===== src/rtl/rca_slice_sequencer_if.sv =====
// Start/busy/done handshake bundle for rca_slice_sequencer.
// The V overflow flag exists only when OVF_FLAG_EN is defined.
interface rca_slice_sequencer_if #(
  parameter int unsigned WIDTH = 64
);
  logic             start;
  logic [WIDTH-1:0] A1;
  logic [WIDTH-1:0] A2;
  logic             in;
  logic             busy;
  logic             done;
  logic [WIDTH-1:0] S;
  logic             C;
`ifdef OVF_FLAG_EN
  logic             V;

  modport master (output start, A1, A2, in, input busy, done, S, C, V);
  modport slave  (input start, A1, A2, in, output busy, done, S, C, V);
`else
  modport master (output start, A1, A2, in, input busy, done, S, C);
  modport slave  (input start, A1, A2, in, output busy, done, S, C);
`endif
endinterface


===== src/rtl/rca_slice_sequencer.sv =====
// Multi-cycle WIDTH-bit adder: one SLICE-bit ripple-carry slice per clock.
// Optional signed-overflow output V is enabled by defining OVF_FLAG_EN.
module rca_slice_sequencer #(
  parameter int unsigned WIDTH = 64,
  parameter int unsigned SLICE = 16
) (
  input  logic                 clk,
  input  logic                 rst,
  rca_slice_sequencer_if.slave bus
);
  localparam int unsigned NSLICES = WIDTH / SLICE;
  localparam int unsigned CNTW    = (NSLICES > 1) ? $clog2(NSLICES) : 1;
  localparam int unsigned OFFW    = (WIDTH > 1) ? $clog2(WIDTH) : 1;

  typedef enum logic [1:0] {
    IDLE = 2'd0,
    RUN  = 2'd1,
    DONE = 2'd2
  } state_t;

  state_t           state_q;
  logic [WIDTH-1:0] a1_q;
  logic [WIDTH-1:0] a2_q;
  logic [WIDTH-1:0] psum_q;
  logic             carry_q;
  logic [CNTW-1:0]  cnt_q;

  logic [OFFW-1:0]  off_c;
  logic [SLICE-1:0] a_slice_c;
  logic [SLICE-1:0] b_slice_c;
  logic [SLICE:0]   slice_sum_c;
  logic [WIDTH-1:0] psum_nxt_c;
  logic             last_c;
`ifdef OVF_FLAG_EN
  logic             ovf_c;
`endif

  // The shared slice adder and the partial-sum merge for the current slice index
  always_comb begin
    off_c       = OFFW'(cnt_q) * OFFW'(SLICE);
    a_slice_c   = a1_q[off_c +: SLICE];
    b_slice_c   = a2_q[off_c +: SLICE];
    slice_sum_c = {1'b0, a_slice_c} + {1'b0, b_slice_c} + (SLICE + 1)'(carry_q);
    psum_nxt_c  = psum_q;
    psum_nxt_c[off_c +: SLICE] = slice_sum_c[SLICE-1:0];
    last_c      = (cnt_q == CNTW'(NSLICES - 1));
  end

`ifdef OVF_FLAG_EN
  // Carry into the MSB recovered from the MSB sum bit; only meaningful on the last slice
  always_comb begin
    ovf_c = slice_sum_c[SLICE] ^
            (a_slice_c[SLICE-1] ^ b_slice_c[SLICE-1] ^ slice_sum_c[SLICE-1]);
  end
`endif

  always_ff @(posedge clk or posedge rst) begin
    if (rst) begin
      state_q  <= IDLE;
      a1_q     <= '0;
      a2_q     <= '0;
      psum_q   <= '0;
      carry_q  <= 1'b0;
      cnt_q    <= '0;
      bus.busy <= 1'b0;
      bus.done <= 1'b0;
      bus.S    <= '0;
      bus.C    <= 1'b0;
`ifdef OVF_FLAG_EN
      bus.V    <= 1'b0;
`endif
    end else begin
      case (state_q)
        IDLE, DONE: begin
          bus.done <= 1'b0;
          if (bus.start) begin
            a1_q     <= bus.A1;
            a2_q     <= bus.A2;
            carry_q  <= bus.in;
            psum_q   <= '0;
            cnt_q    <= '0;
            bus.busy <= 1'b1;
            state_q  <= RUN;
          end else begin
            bus.busy <= 1'b0;
            state_q  <= IDLE;
          end
        end
        RUN: begin
          psum_q  <= psum_nxt_c;
          carry_q <= slice_sum_c[SLICE];
          cnt_q   <= cnt_q + CNTW'(1);
          // Results are published only on the final slice so S/C never show partial sums
          if (last_c) begin
            bus.S    <= psum_nxt_c;
            bus.C    <= slice_sum_c[SLICE];
`ifdef OVF_FLAG_EN
            bus.V    <= ovf_c;
`endif
            bus.done <= 1'b1;
            bus.busy <= 1'b0;
            state_q  <= DONE;
          end
        end
        default: begin
          bus.busy <= 1'b0;
          bus.done <= 1'b0;
          state_q  <= IDLE;
        end
      endcase
    end
  end
endmodule


===== src/flat_wrapper.sv =====
// flat-port wrapper written by rule: the top's interface ports become plain ports
module rca_slice_sequencer_flat 
#(
  parameter int unsigned WIDTH = 64,
  parameter int unsigned SLICE = 16
)
  (clk, rst, bus_start, bus_A1, bus_A2, bus_in, bus_busy, bus_done, bus_S, bus_C);
  rca_slice_sequencer_if #(.WIDTH(WIDTH)) bus_i ();
  input  logic clk;
  input  logic rst;
  input wire logic [$bits(bus_i.start)-1:0] bus_start;
  input wire logic [$bits(bus_i.A1)-1:0] bus_A1;
  input wire logic [$bits(bus_i.A2)-1:0] bus_A2;
  input wire logic [$bits(bus_i.in)-1:0] bus_in;
  output wire logic [$bits(bus_i.busy)-1:0] bus_busy;
  output wire logic [$bits(bus_i.done)-1:0] bus_done;
  output wire logic [$bits(bus_i.S)-1:0] bus_S;
  output wire logic [$bits(bus_i.C)-1:0] bus_C;
  assign bus_i.start = bus_start;
  assign bus_i.A1 = bus_A1;
  assign bus_i.A2 = bus_A2;
  assign bus_i.in = bus_in;
  assign bus_busy = bus_i.busy;
  assign bus_done = bus_i.done;
  assign bus_S = bus_i.S;
  assign bus_C = bus_i.C;
  rca_slice_sequencer #(.WIDTH(WIDTH), .SLICE(SLICE)) u_core (.clk(clk), .rst(rst), .bus(bus_i));
endmodule

===== config.mk =====
export PLATFORM = sky130hd
export DESIGN_NAME = rca_slice_sequencer_flat
export DESIGN_NICKNAME = d
export VERILOG_FILES = /design/src/rtl/rca_slice_sequencer_if.sv /design/src/rtl/rca_slice_sequencer.sv /design/src/flat_wrapper.sv
export SDC_FILE = /design/constraint.sdc
export NUM_CORES = 1
export LEC_CHECK = 0
export ABC_AREA = 1
export BUFFER_PORTS_ARGS = -buffer_cell sky130_fd_sc_hd__buf_4
export CAP_MARGIN = 20
export CORE_ASPECT_RATIO = 1.75
export CORE_UTILIZATION = 30
export CTS_CLUSTER_DIAMETER = 60
export DETAILED_ROUTE_END_ITERATION = 8
export PLACE_DENSITY = 0.55
export RECOVER_POWER = 100
export SLEW_MARGIN = 20
export SYNTH_ARGS = -nofsm -noshare
export SYNTH_HDL_FRONTEND = slang
export SYNTH_SLANG_ARGS = --single-unit

===== constraint.sdc =====
create_clock -name clk -period 10.8 [get_ports clk]
set_input_delay 2.16 -clock clk [delete_from_list [all_inputs] [get_ports clk]]
set_output_delay 2.16 -clock clk [all_outputs]
set_load 0.05 [all_outputs]

==> flow_metrics.env <==
export IMPL_status="finished with violations"
export IMPL_failed_checks="max-capacitance violations, max-slew violations"
export IMPL_synth_area_sq_mm=0.0125
export IMPL_crit_chain="ha_1 > nand2_2 > clkbuf_1 > clkinv_1 > clkbuf_1 > nand2_1 > nand2_1"
export IMPL_coreArea_sq_mm=0.0410
export IMPL_ys_seq_elements=262
export IMPL_yosysSeqAreaShare_pct=52.4
export IMPL_num_rows=98
export IMPL_start_util_pct=30.6
export IMPL_grt_overflow_total=0
export IMPL_relSlewSlack_pct=-132
export IMPL_drv_slew=281
export IMPL_synth_common_cells="nand2_1 (521), dfrtp_1 (262), mux2_2 (128)"
export IMPL_dp_hpwl_um=25500
export IMPL_dieArea_sq_mm=0.0426
export IMPL_post_cts_buffers=0
export IMPL_worstPathArrival_ns=7.30
export IMPL_route_detailed_drc=0
export IMPL_dominantRegCellSynth="dfrtp_1"
export IMPL_met2_usage_pct=31.7
export IMPL_postSynthAreaPerCell_sq_um=8.93
export IMPL_setup_violations_final=0
export IMPL_ff2ff_setup_slack_ns=3.91
export IMPL_finalHoldViolCount=0
export IMPL_syn_num_nets=1557
export IMPL_pin_count=199
export IMPL_clk_latency_ns=0.55
export IMPL_nets=1721
export IMPL_synth_cells=1402
export IMPL_cts_repair_resized=0
export IMPL_synth_top_cell_by_area="dfrtp_1"
export IMPL_synthTopCellsByArea="dfrtp_1 (52%), nand2_1 (16%), mux2_2 (12%)"
export IMPL_numClockSinks=262
export IMPL_max_cap_viol_count=5
export IMPL_clk_pin_slew_worst_paths_ns=0.06
export IMPL_crit_path_end_kind="flip-flop"
export IMPL_grt_use_met1_pct=19.1
export IMPL_grt_max_degree=143
export IMPL_async_flop_share_pct=100
export IMPL_busiest_layer="met2"
export IMPL_num_vias=10057
export IMPL_antenna_left=0
export IMPL_worstReg2RegStart="u_core.cnt_q[0]"
export IMPL_synth_top_cell_area_share_pct=52.4
export IMPL_worst_pin_slew_ns=3.48
export IMPL_period_minus_slack_ns=6.89
export IMPL_synth_cell_types=30
export IMPL_gp_congestion=0.793
export IMPL_cp_start_kind="flip-flop"
export IMPL_ys_warn_count=0
export IMPL_drive_gt1_share_pct=20.7
export IMPL_worst_path_max_fanout=66
export IMPL_post_drt_wl_per_cell_um=17.0
export IMPL_rr_endpoint="u_core.bus.C"
export IMPL_clock_fmax_mhz=145
export IMPL_viasPerCell=4.71
export IMPL_antenna_found_initial=1
export IMPL_numCtsBuffers=27
export IMPL_grt_pass1_wl_um=56700
export IMPL_fillerInstances=4315
export IMPL_dieWidth_um=156
export IMPL_cts_root_buf="clkbuf_16"
export IMPL_crit_type="flip-flop to flip-flop"
export IMPL_area_growth_pct=21.1
export IMPL_worstRegToRegCells=7
export IMPL_hp_start="u_core.bus.S[47]"
export IMPL_required_ns=11.21
export IMPL_die_h_um=272
export IMPL_clock_path_buffers=3
export IMPL_use_met3_pct=2.16
export IMPL_hold_buffers=0
export IMPL_cp_slowest_cell="clkbuf_1"
export IMPL_endpoint="u_core.bus.C"
export IMPL_grt_pass1_vias=10386
export IMPL_initialDrtViolationCount=476
export IMPL_slowest_delay_ns=2.15
export IMPL_port_buffers=198
export IMPL_firstDrtPassIters=5
export IMPL_grt_use_total_pct=17.2
export IMPL_crit_start="u_core.cnt_q[0]"
export IMPL_htree_num_levels=1
export IMPL_hold_class="flip-flop to flip-flop"
export IMPL_finalSetupTns_ns=0
export IMPL_wl_um=36200
export IMPL_cts_tree="yes"
export IMPL_min_period_over_period_pct=63.8
export IMPL_rsz0062_at_grt="no"
export IMPL_synth_most_common_cell="nand2_1"
export IMPL_fin_skew_ns=0.0134
export IMPL_synth_edf_count=0
==> sequential cells by signal, summed over array words and instances (netlist names) <==
register,count
u_core.bus.C,1
u_core.bus.S,64
u_core.carry_q,1
u_core.a2_q,64
u_core.a1_q,64
u_core.psum_q,64
u_core.state_q,2
u_core.cnt_q,2
==> worst max-delay path, delay by kind of cell (launching register included) <==
kind / cells / cell delay [ns]
adders and majority gates: 1 / 0.47
buffers and inverters: 3 / 4.81
DFF: 1 / 0.81
and+or+nand+nor: 3 / 0.61
==> worst min path at each step <==
stage                        endpoint  slack (ns)  cells past startpoint
floorplan           u_core.psum_q[22]        0.45                      2
global placement    u_core.psum_q[24]        0.46                      2
detailed placement  u_core.psum_q[20]        0.47                      2
CTS                 u_core.psum_q[20]        0.48                      2
global route        u_core.psum_q[42]        0.50                      2
finish               u_core.bus.S[47]        0.48                      2
==> through the flow <==
stage          util, %  setup slack, ns  area (sq um)  cells  hold slack (ns)
5_1_grt           37.0             3.19         15200   2136            0.497
4_1_cts           37.7             6.56         15400   2135            0.483
3_3_place_gp      35.4             6.20         14500   2087            0.464
2_1_floorplan        -             1.43         12500   1402            0.449
3_5_place_dp      35.4             6.13         14500   2087            0.466
6_report          37.0             3.91         15200   2136            0.480
==> area by class of cell <==
type                    instances  area (sq um)  area share [%]
diodes                          1          2.50          0.0165
clock buffers                  34           742            4.90
clock inverters                14           210            1.39
inverters                      85           332            2.19
multi-input cells             981          5330            35.2
flip-flops and latches        262          6560            43.3
well taps                     550           688            4.54
repair buffers                209          1290            8.55
==> routing by layer <==
layer | part of all wire, % | routed length (um)
met5 | 0 | 0
met4 | 4.5 | 1620
met3 | 4.8 | 1740
met2 | 53 | 19300
met1 | 37 | 13500
==> logic make-up after synthesis <==
| family | count (synthesis) | synth area share [%] |
|---|---|---|
| multiplexers | 128 | 11.5 |
| AO/OA/AOI/OAI | 167 | 7.23 |
| XOR/XNOR | 7 | 0.610 |
| buffers and inverters | 159 | 5.12 |
| adder cells (fa/ha/maj) | 23 | 2.42 |
| flip-flops | 262 | 52.4 |
| AND/OR/NAND/NOR | 656 | 20.7 |
==> cell usage in the layout, fill, tap and decap left out, drive strengths merged, types with 2 or more instances in the layout <==
cell type,count
o21ai,110
mux2,128
fa,2
nor3,4
inv,83
xor2,5
clkinv,8
dfrtp,262
nand2,524
nor2,84
nand3,25
nand4,17
a21oi,9
clkbuf,107
xnor2,2
buf,136
bufinv,5
ha,21
o22ai,47
clkinvlp,3
Power is not shown: default switching activity piles up to over one toggle a cycle in this logic, so the estimate is an artifact.
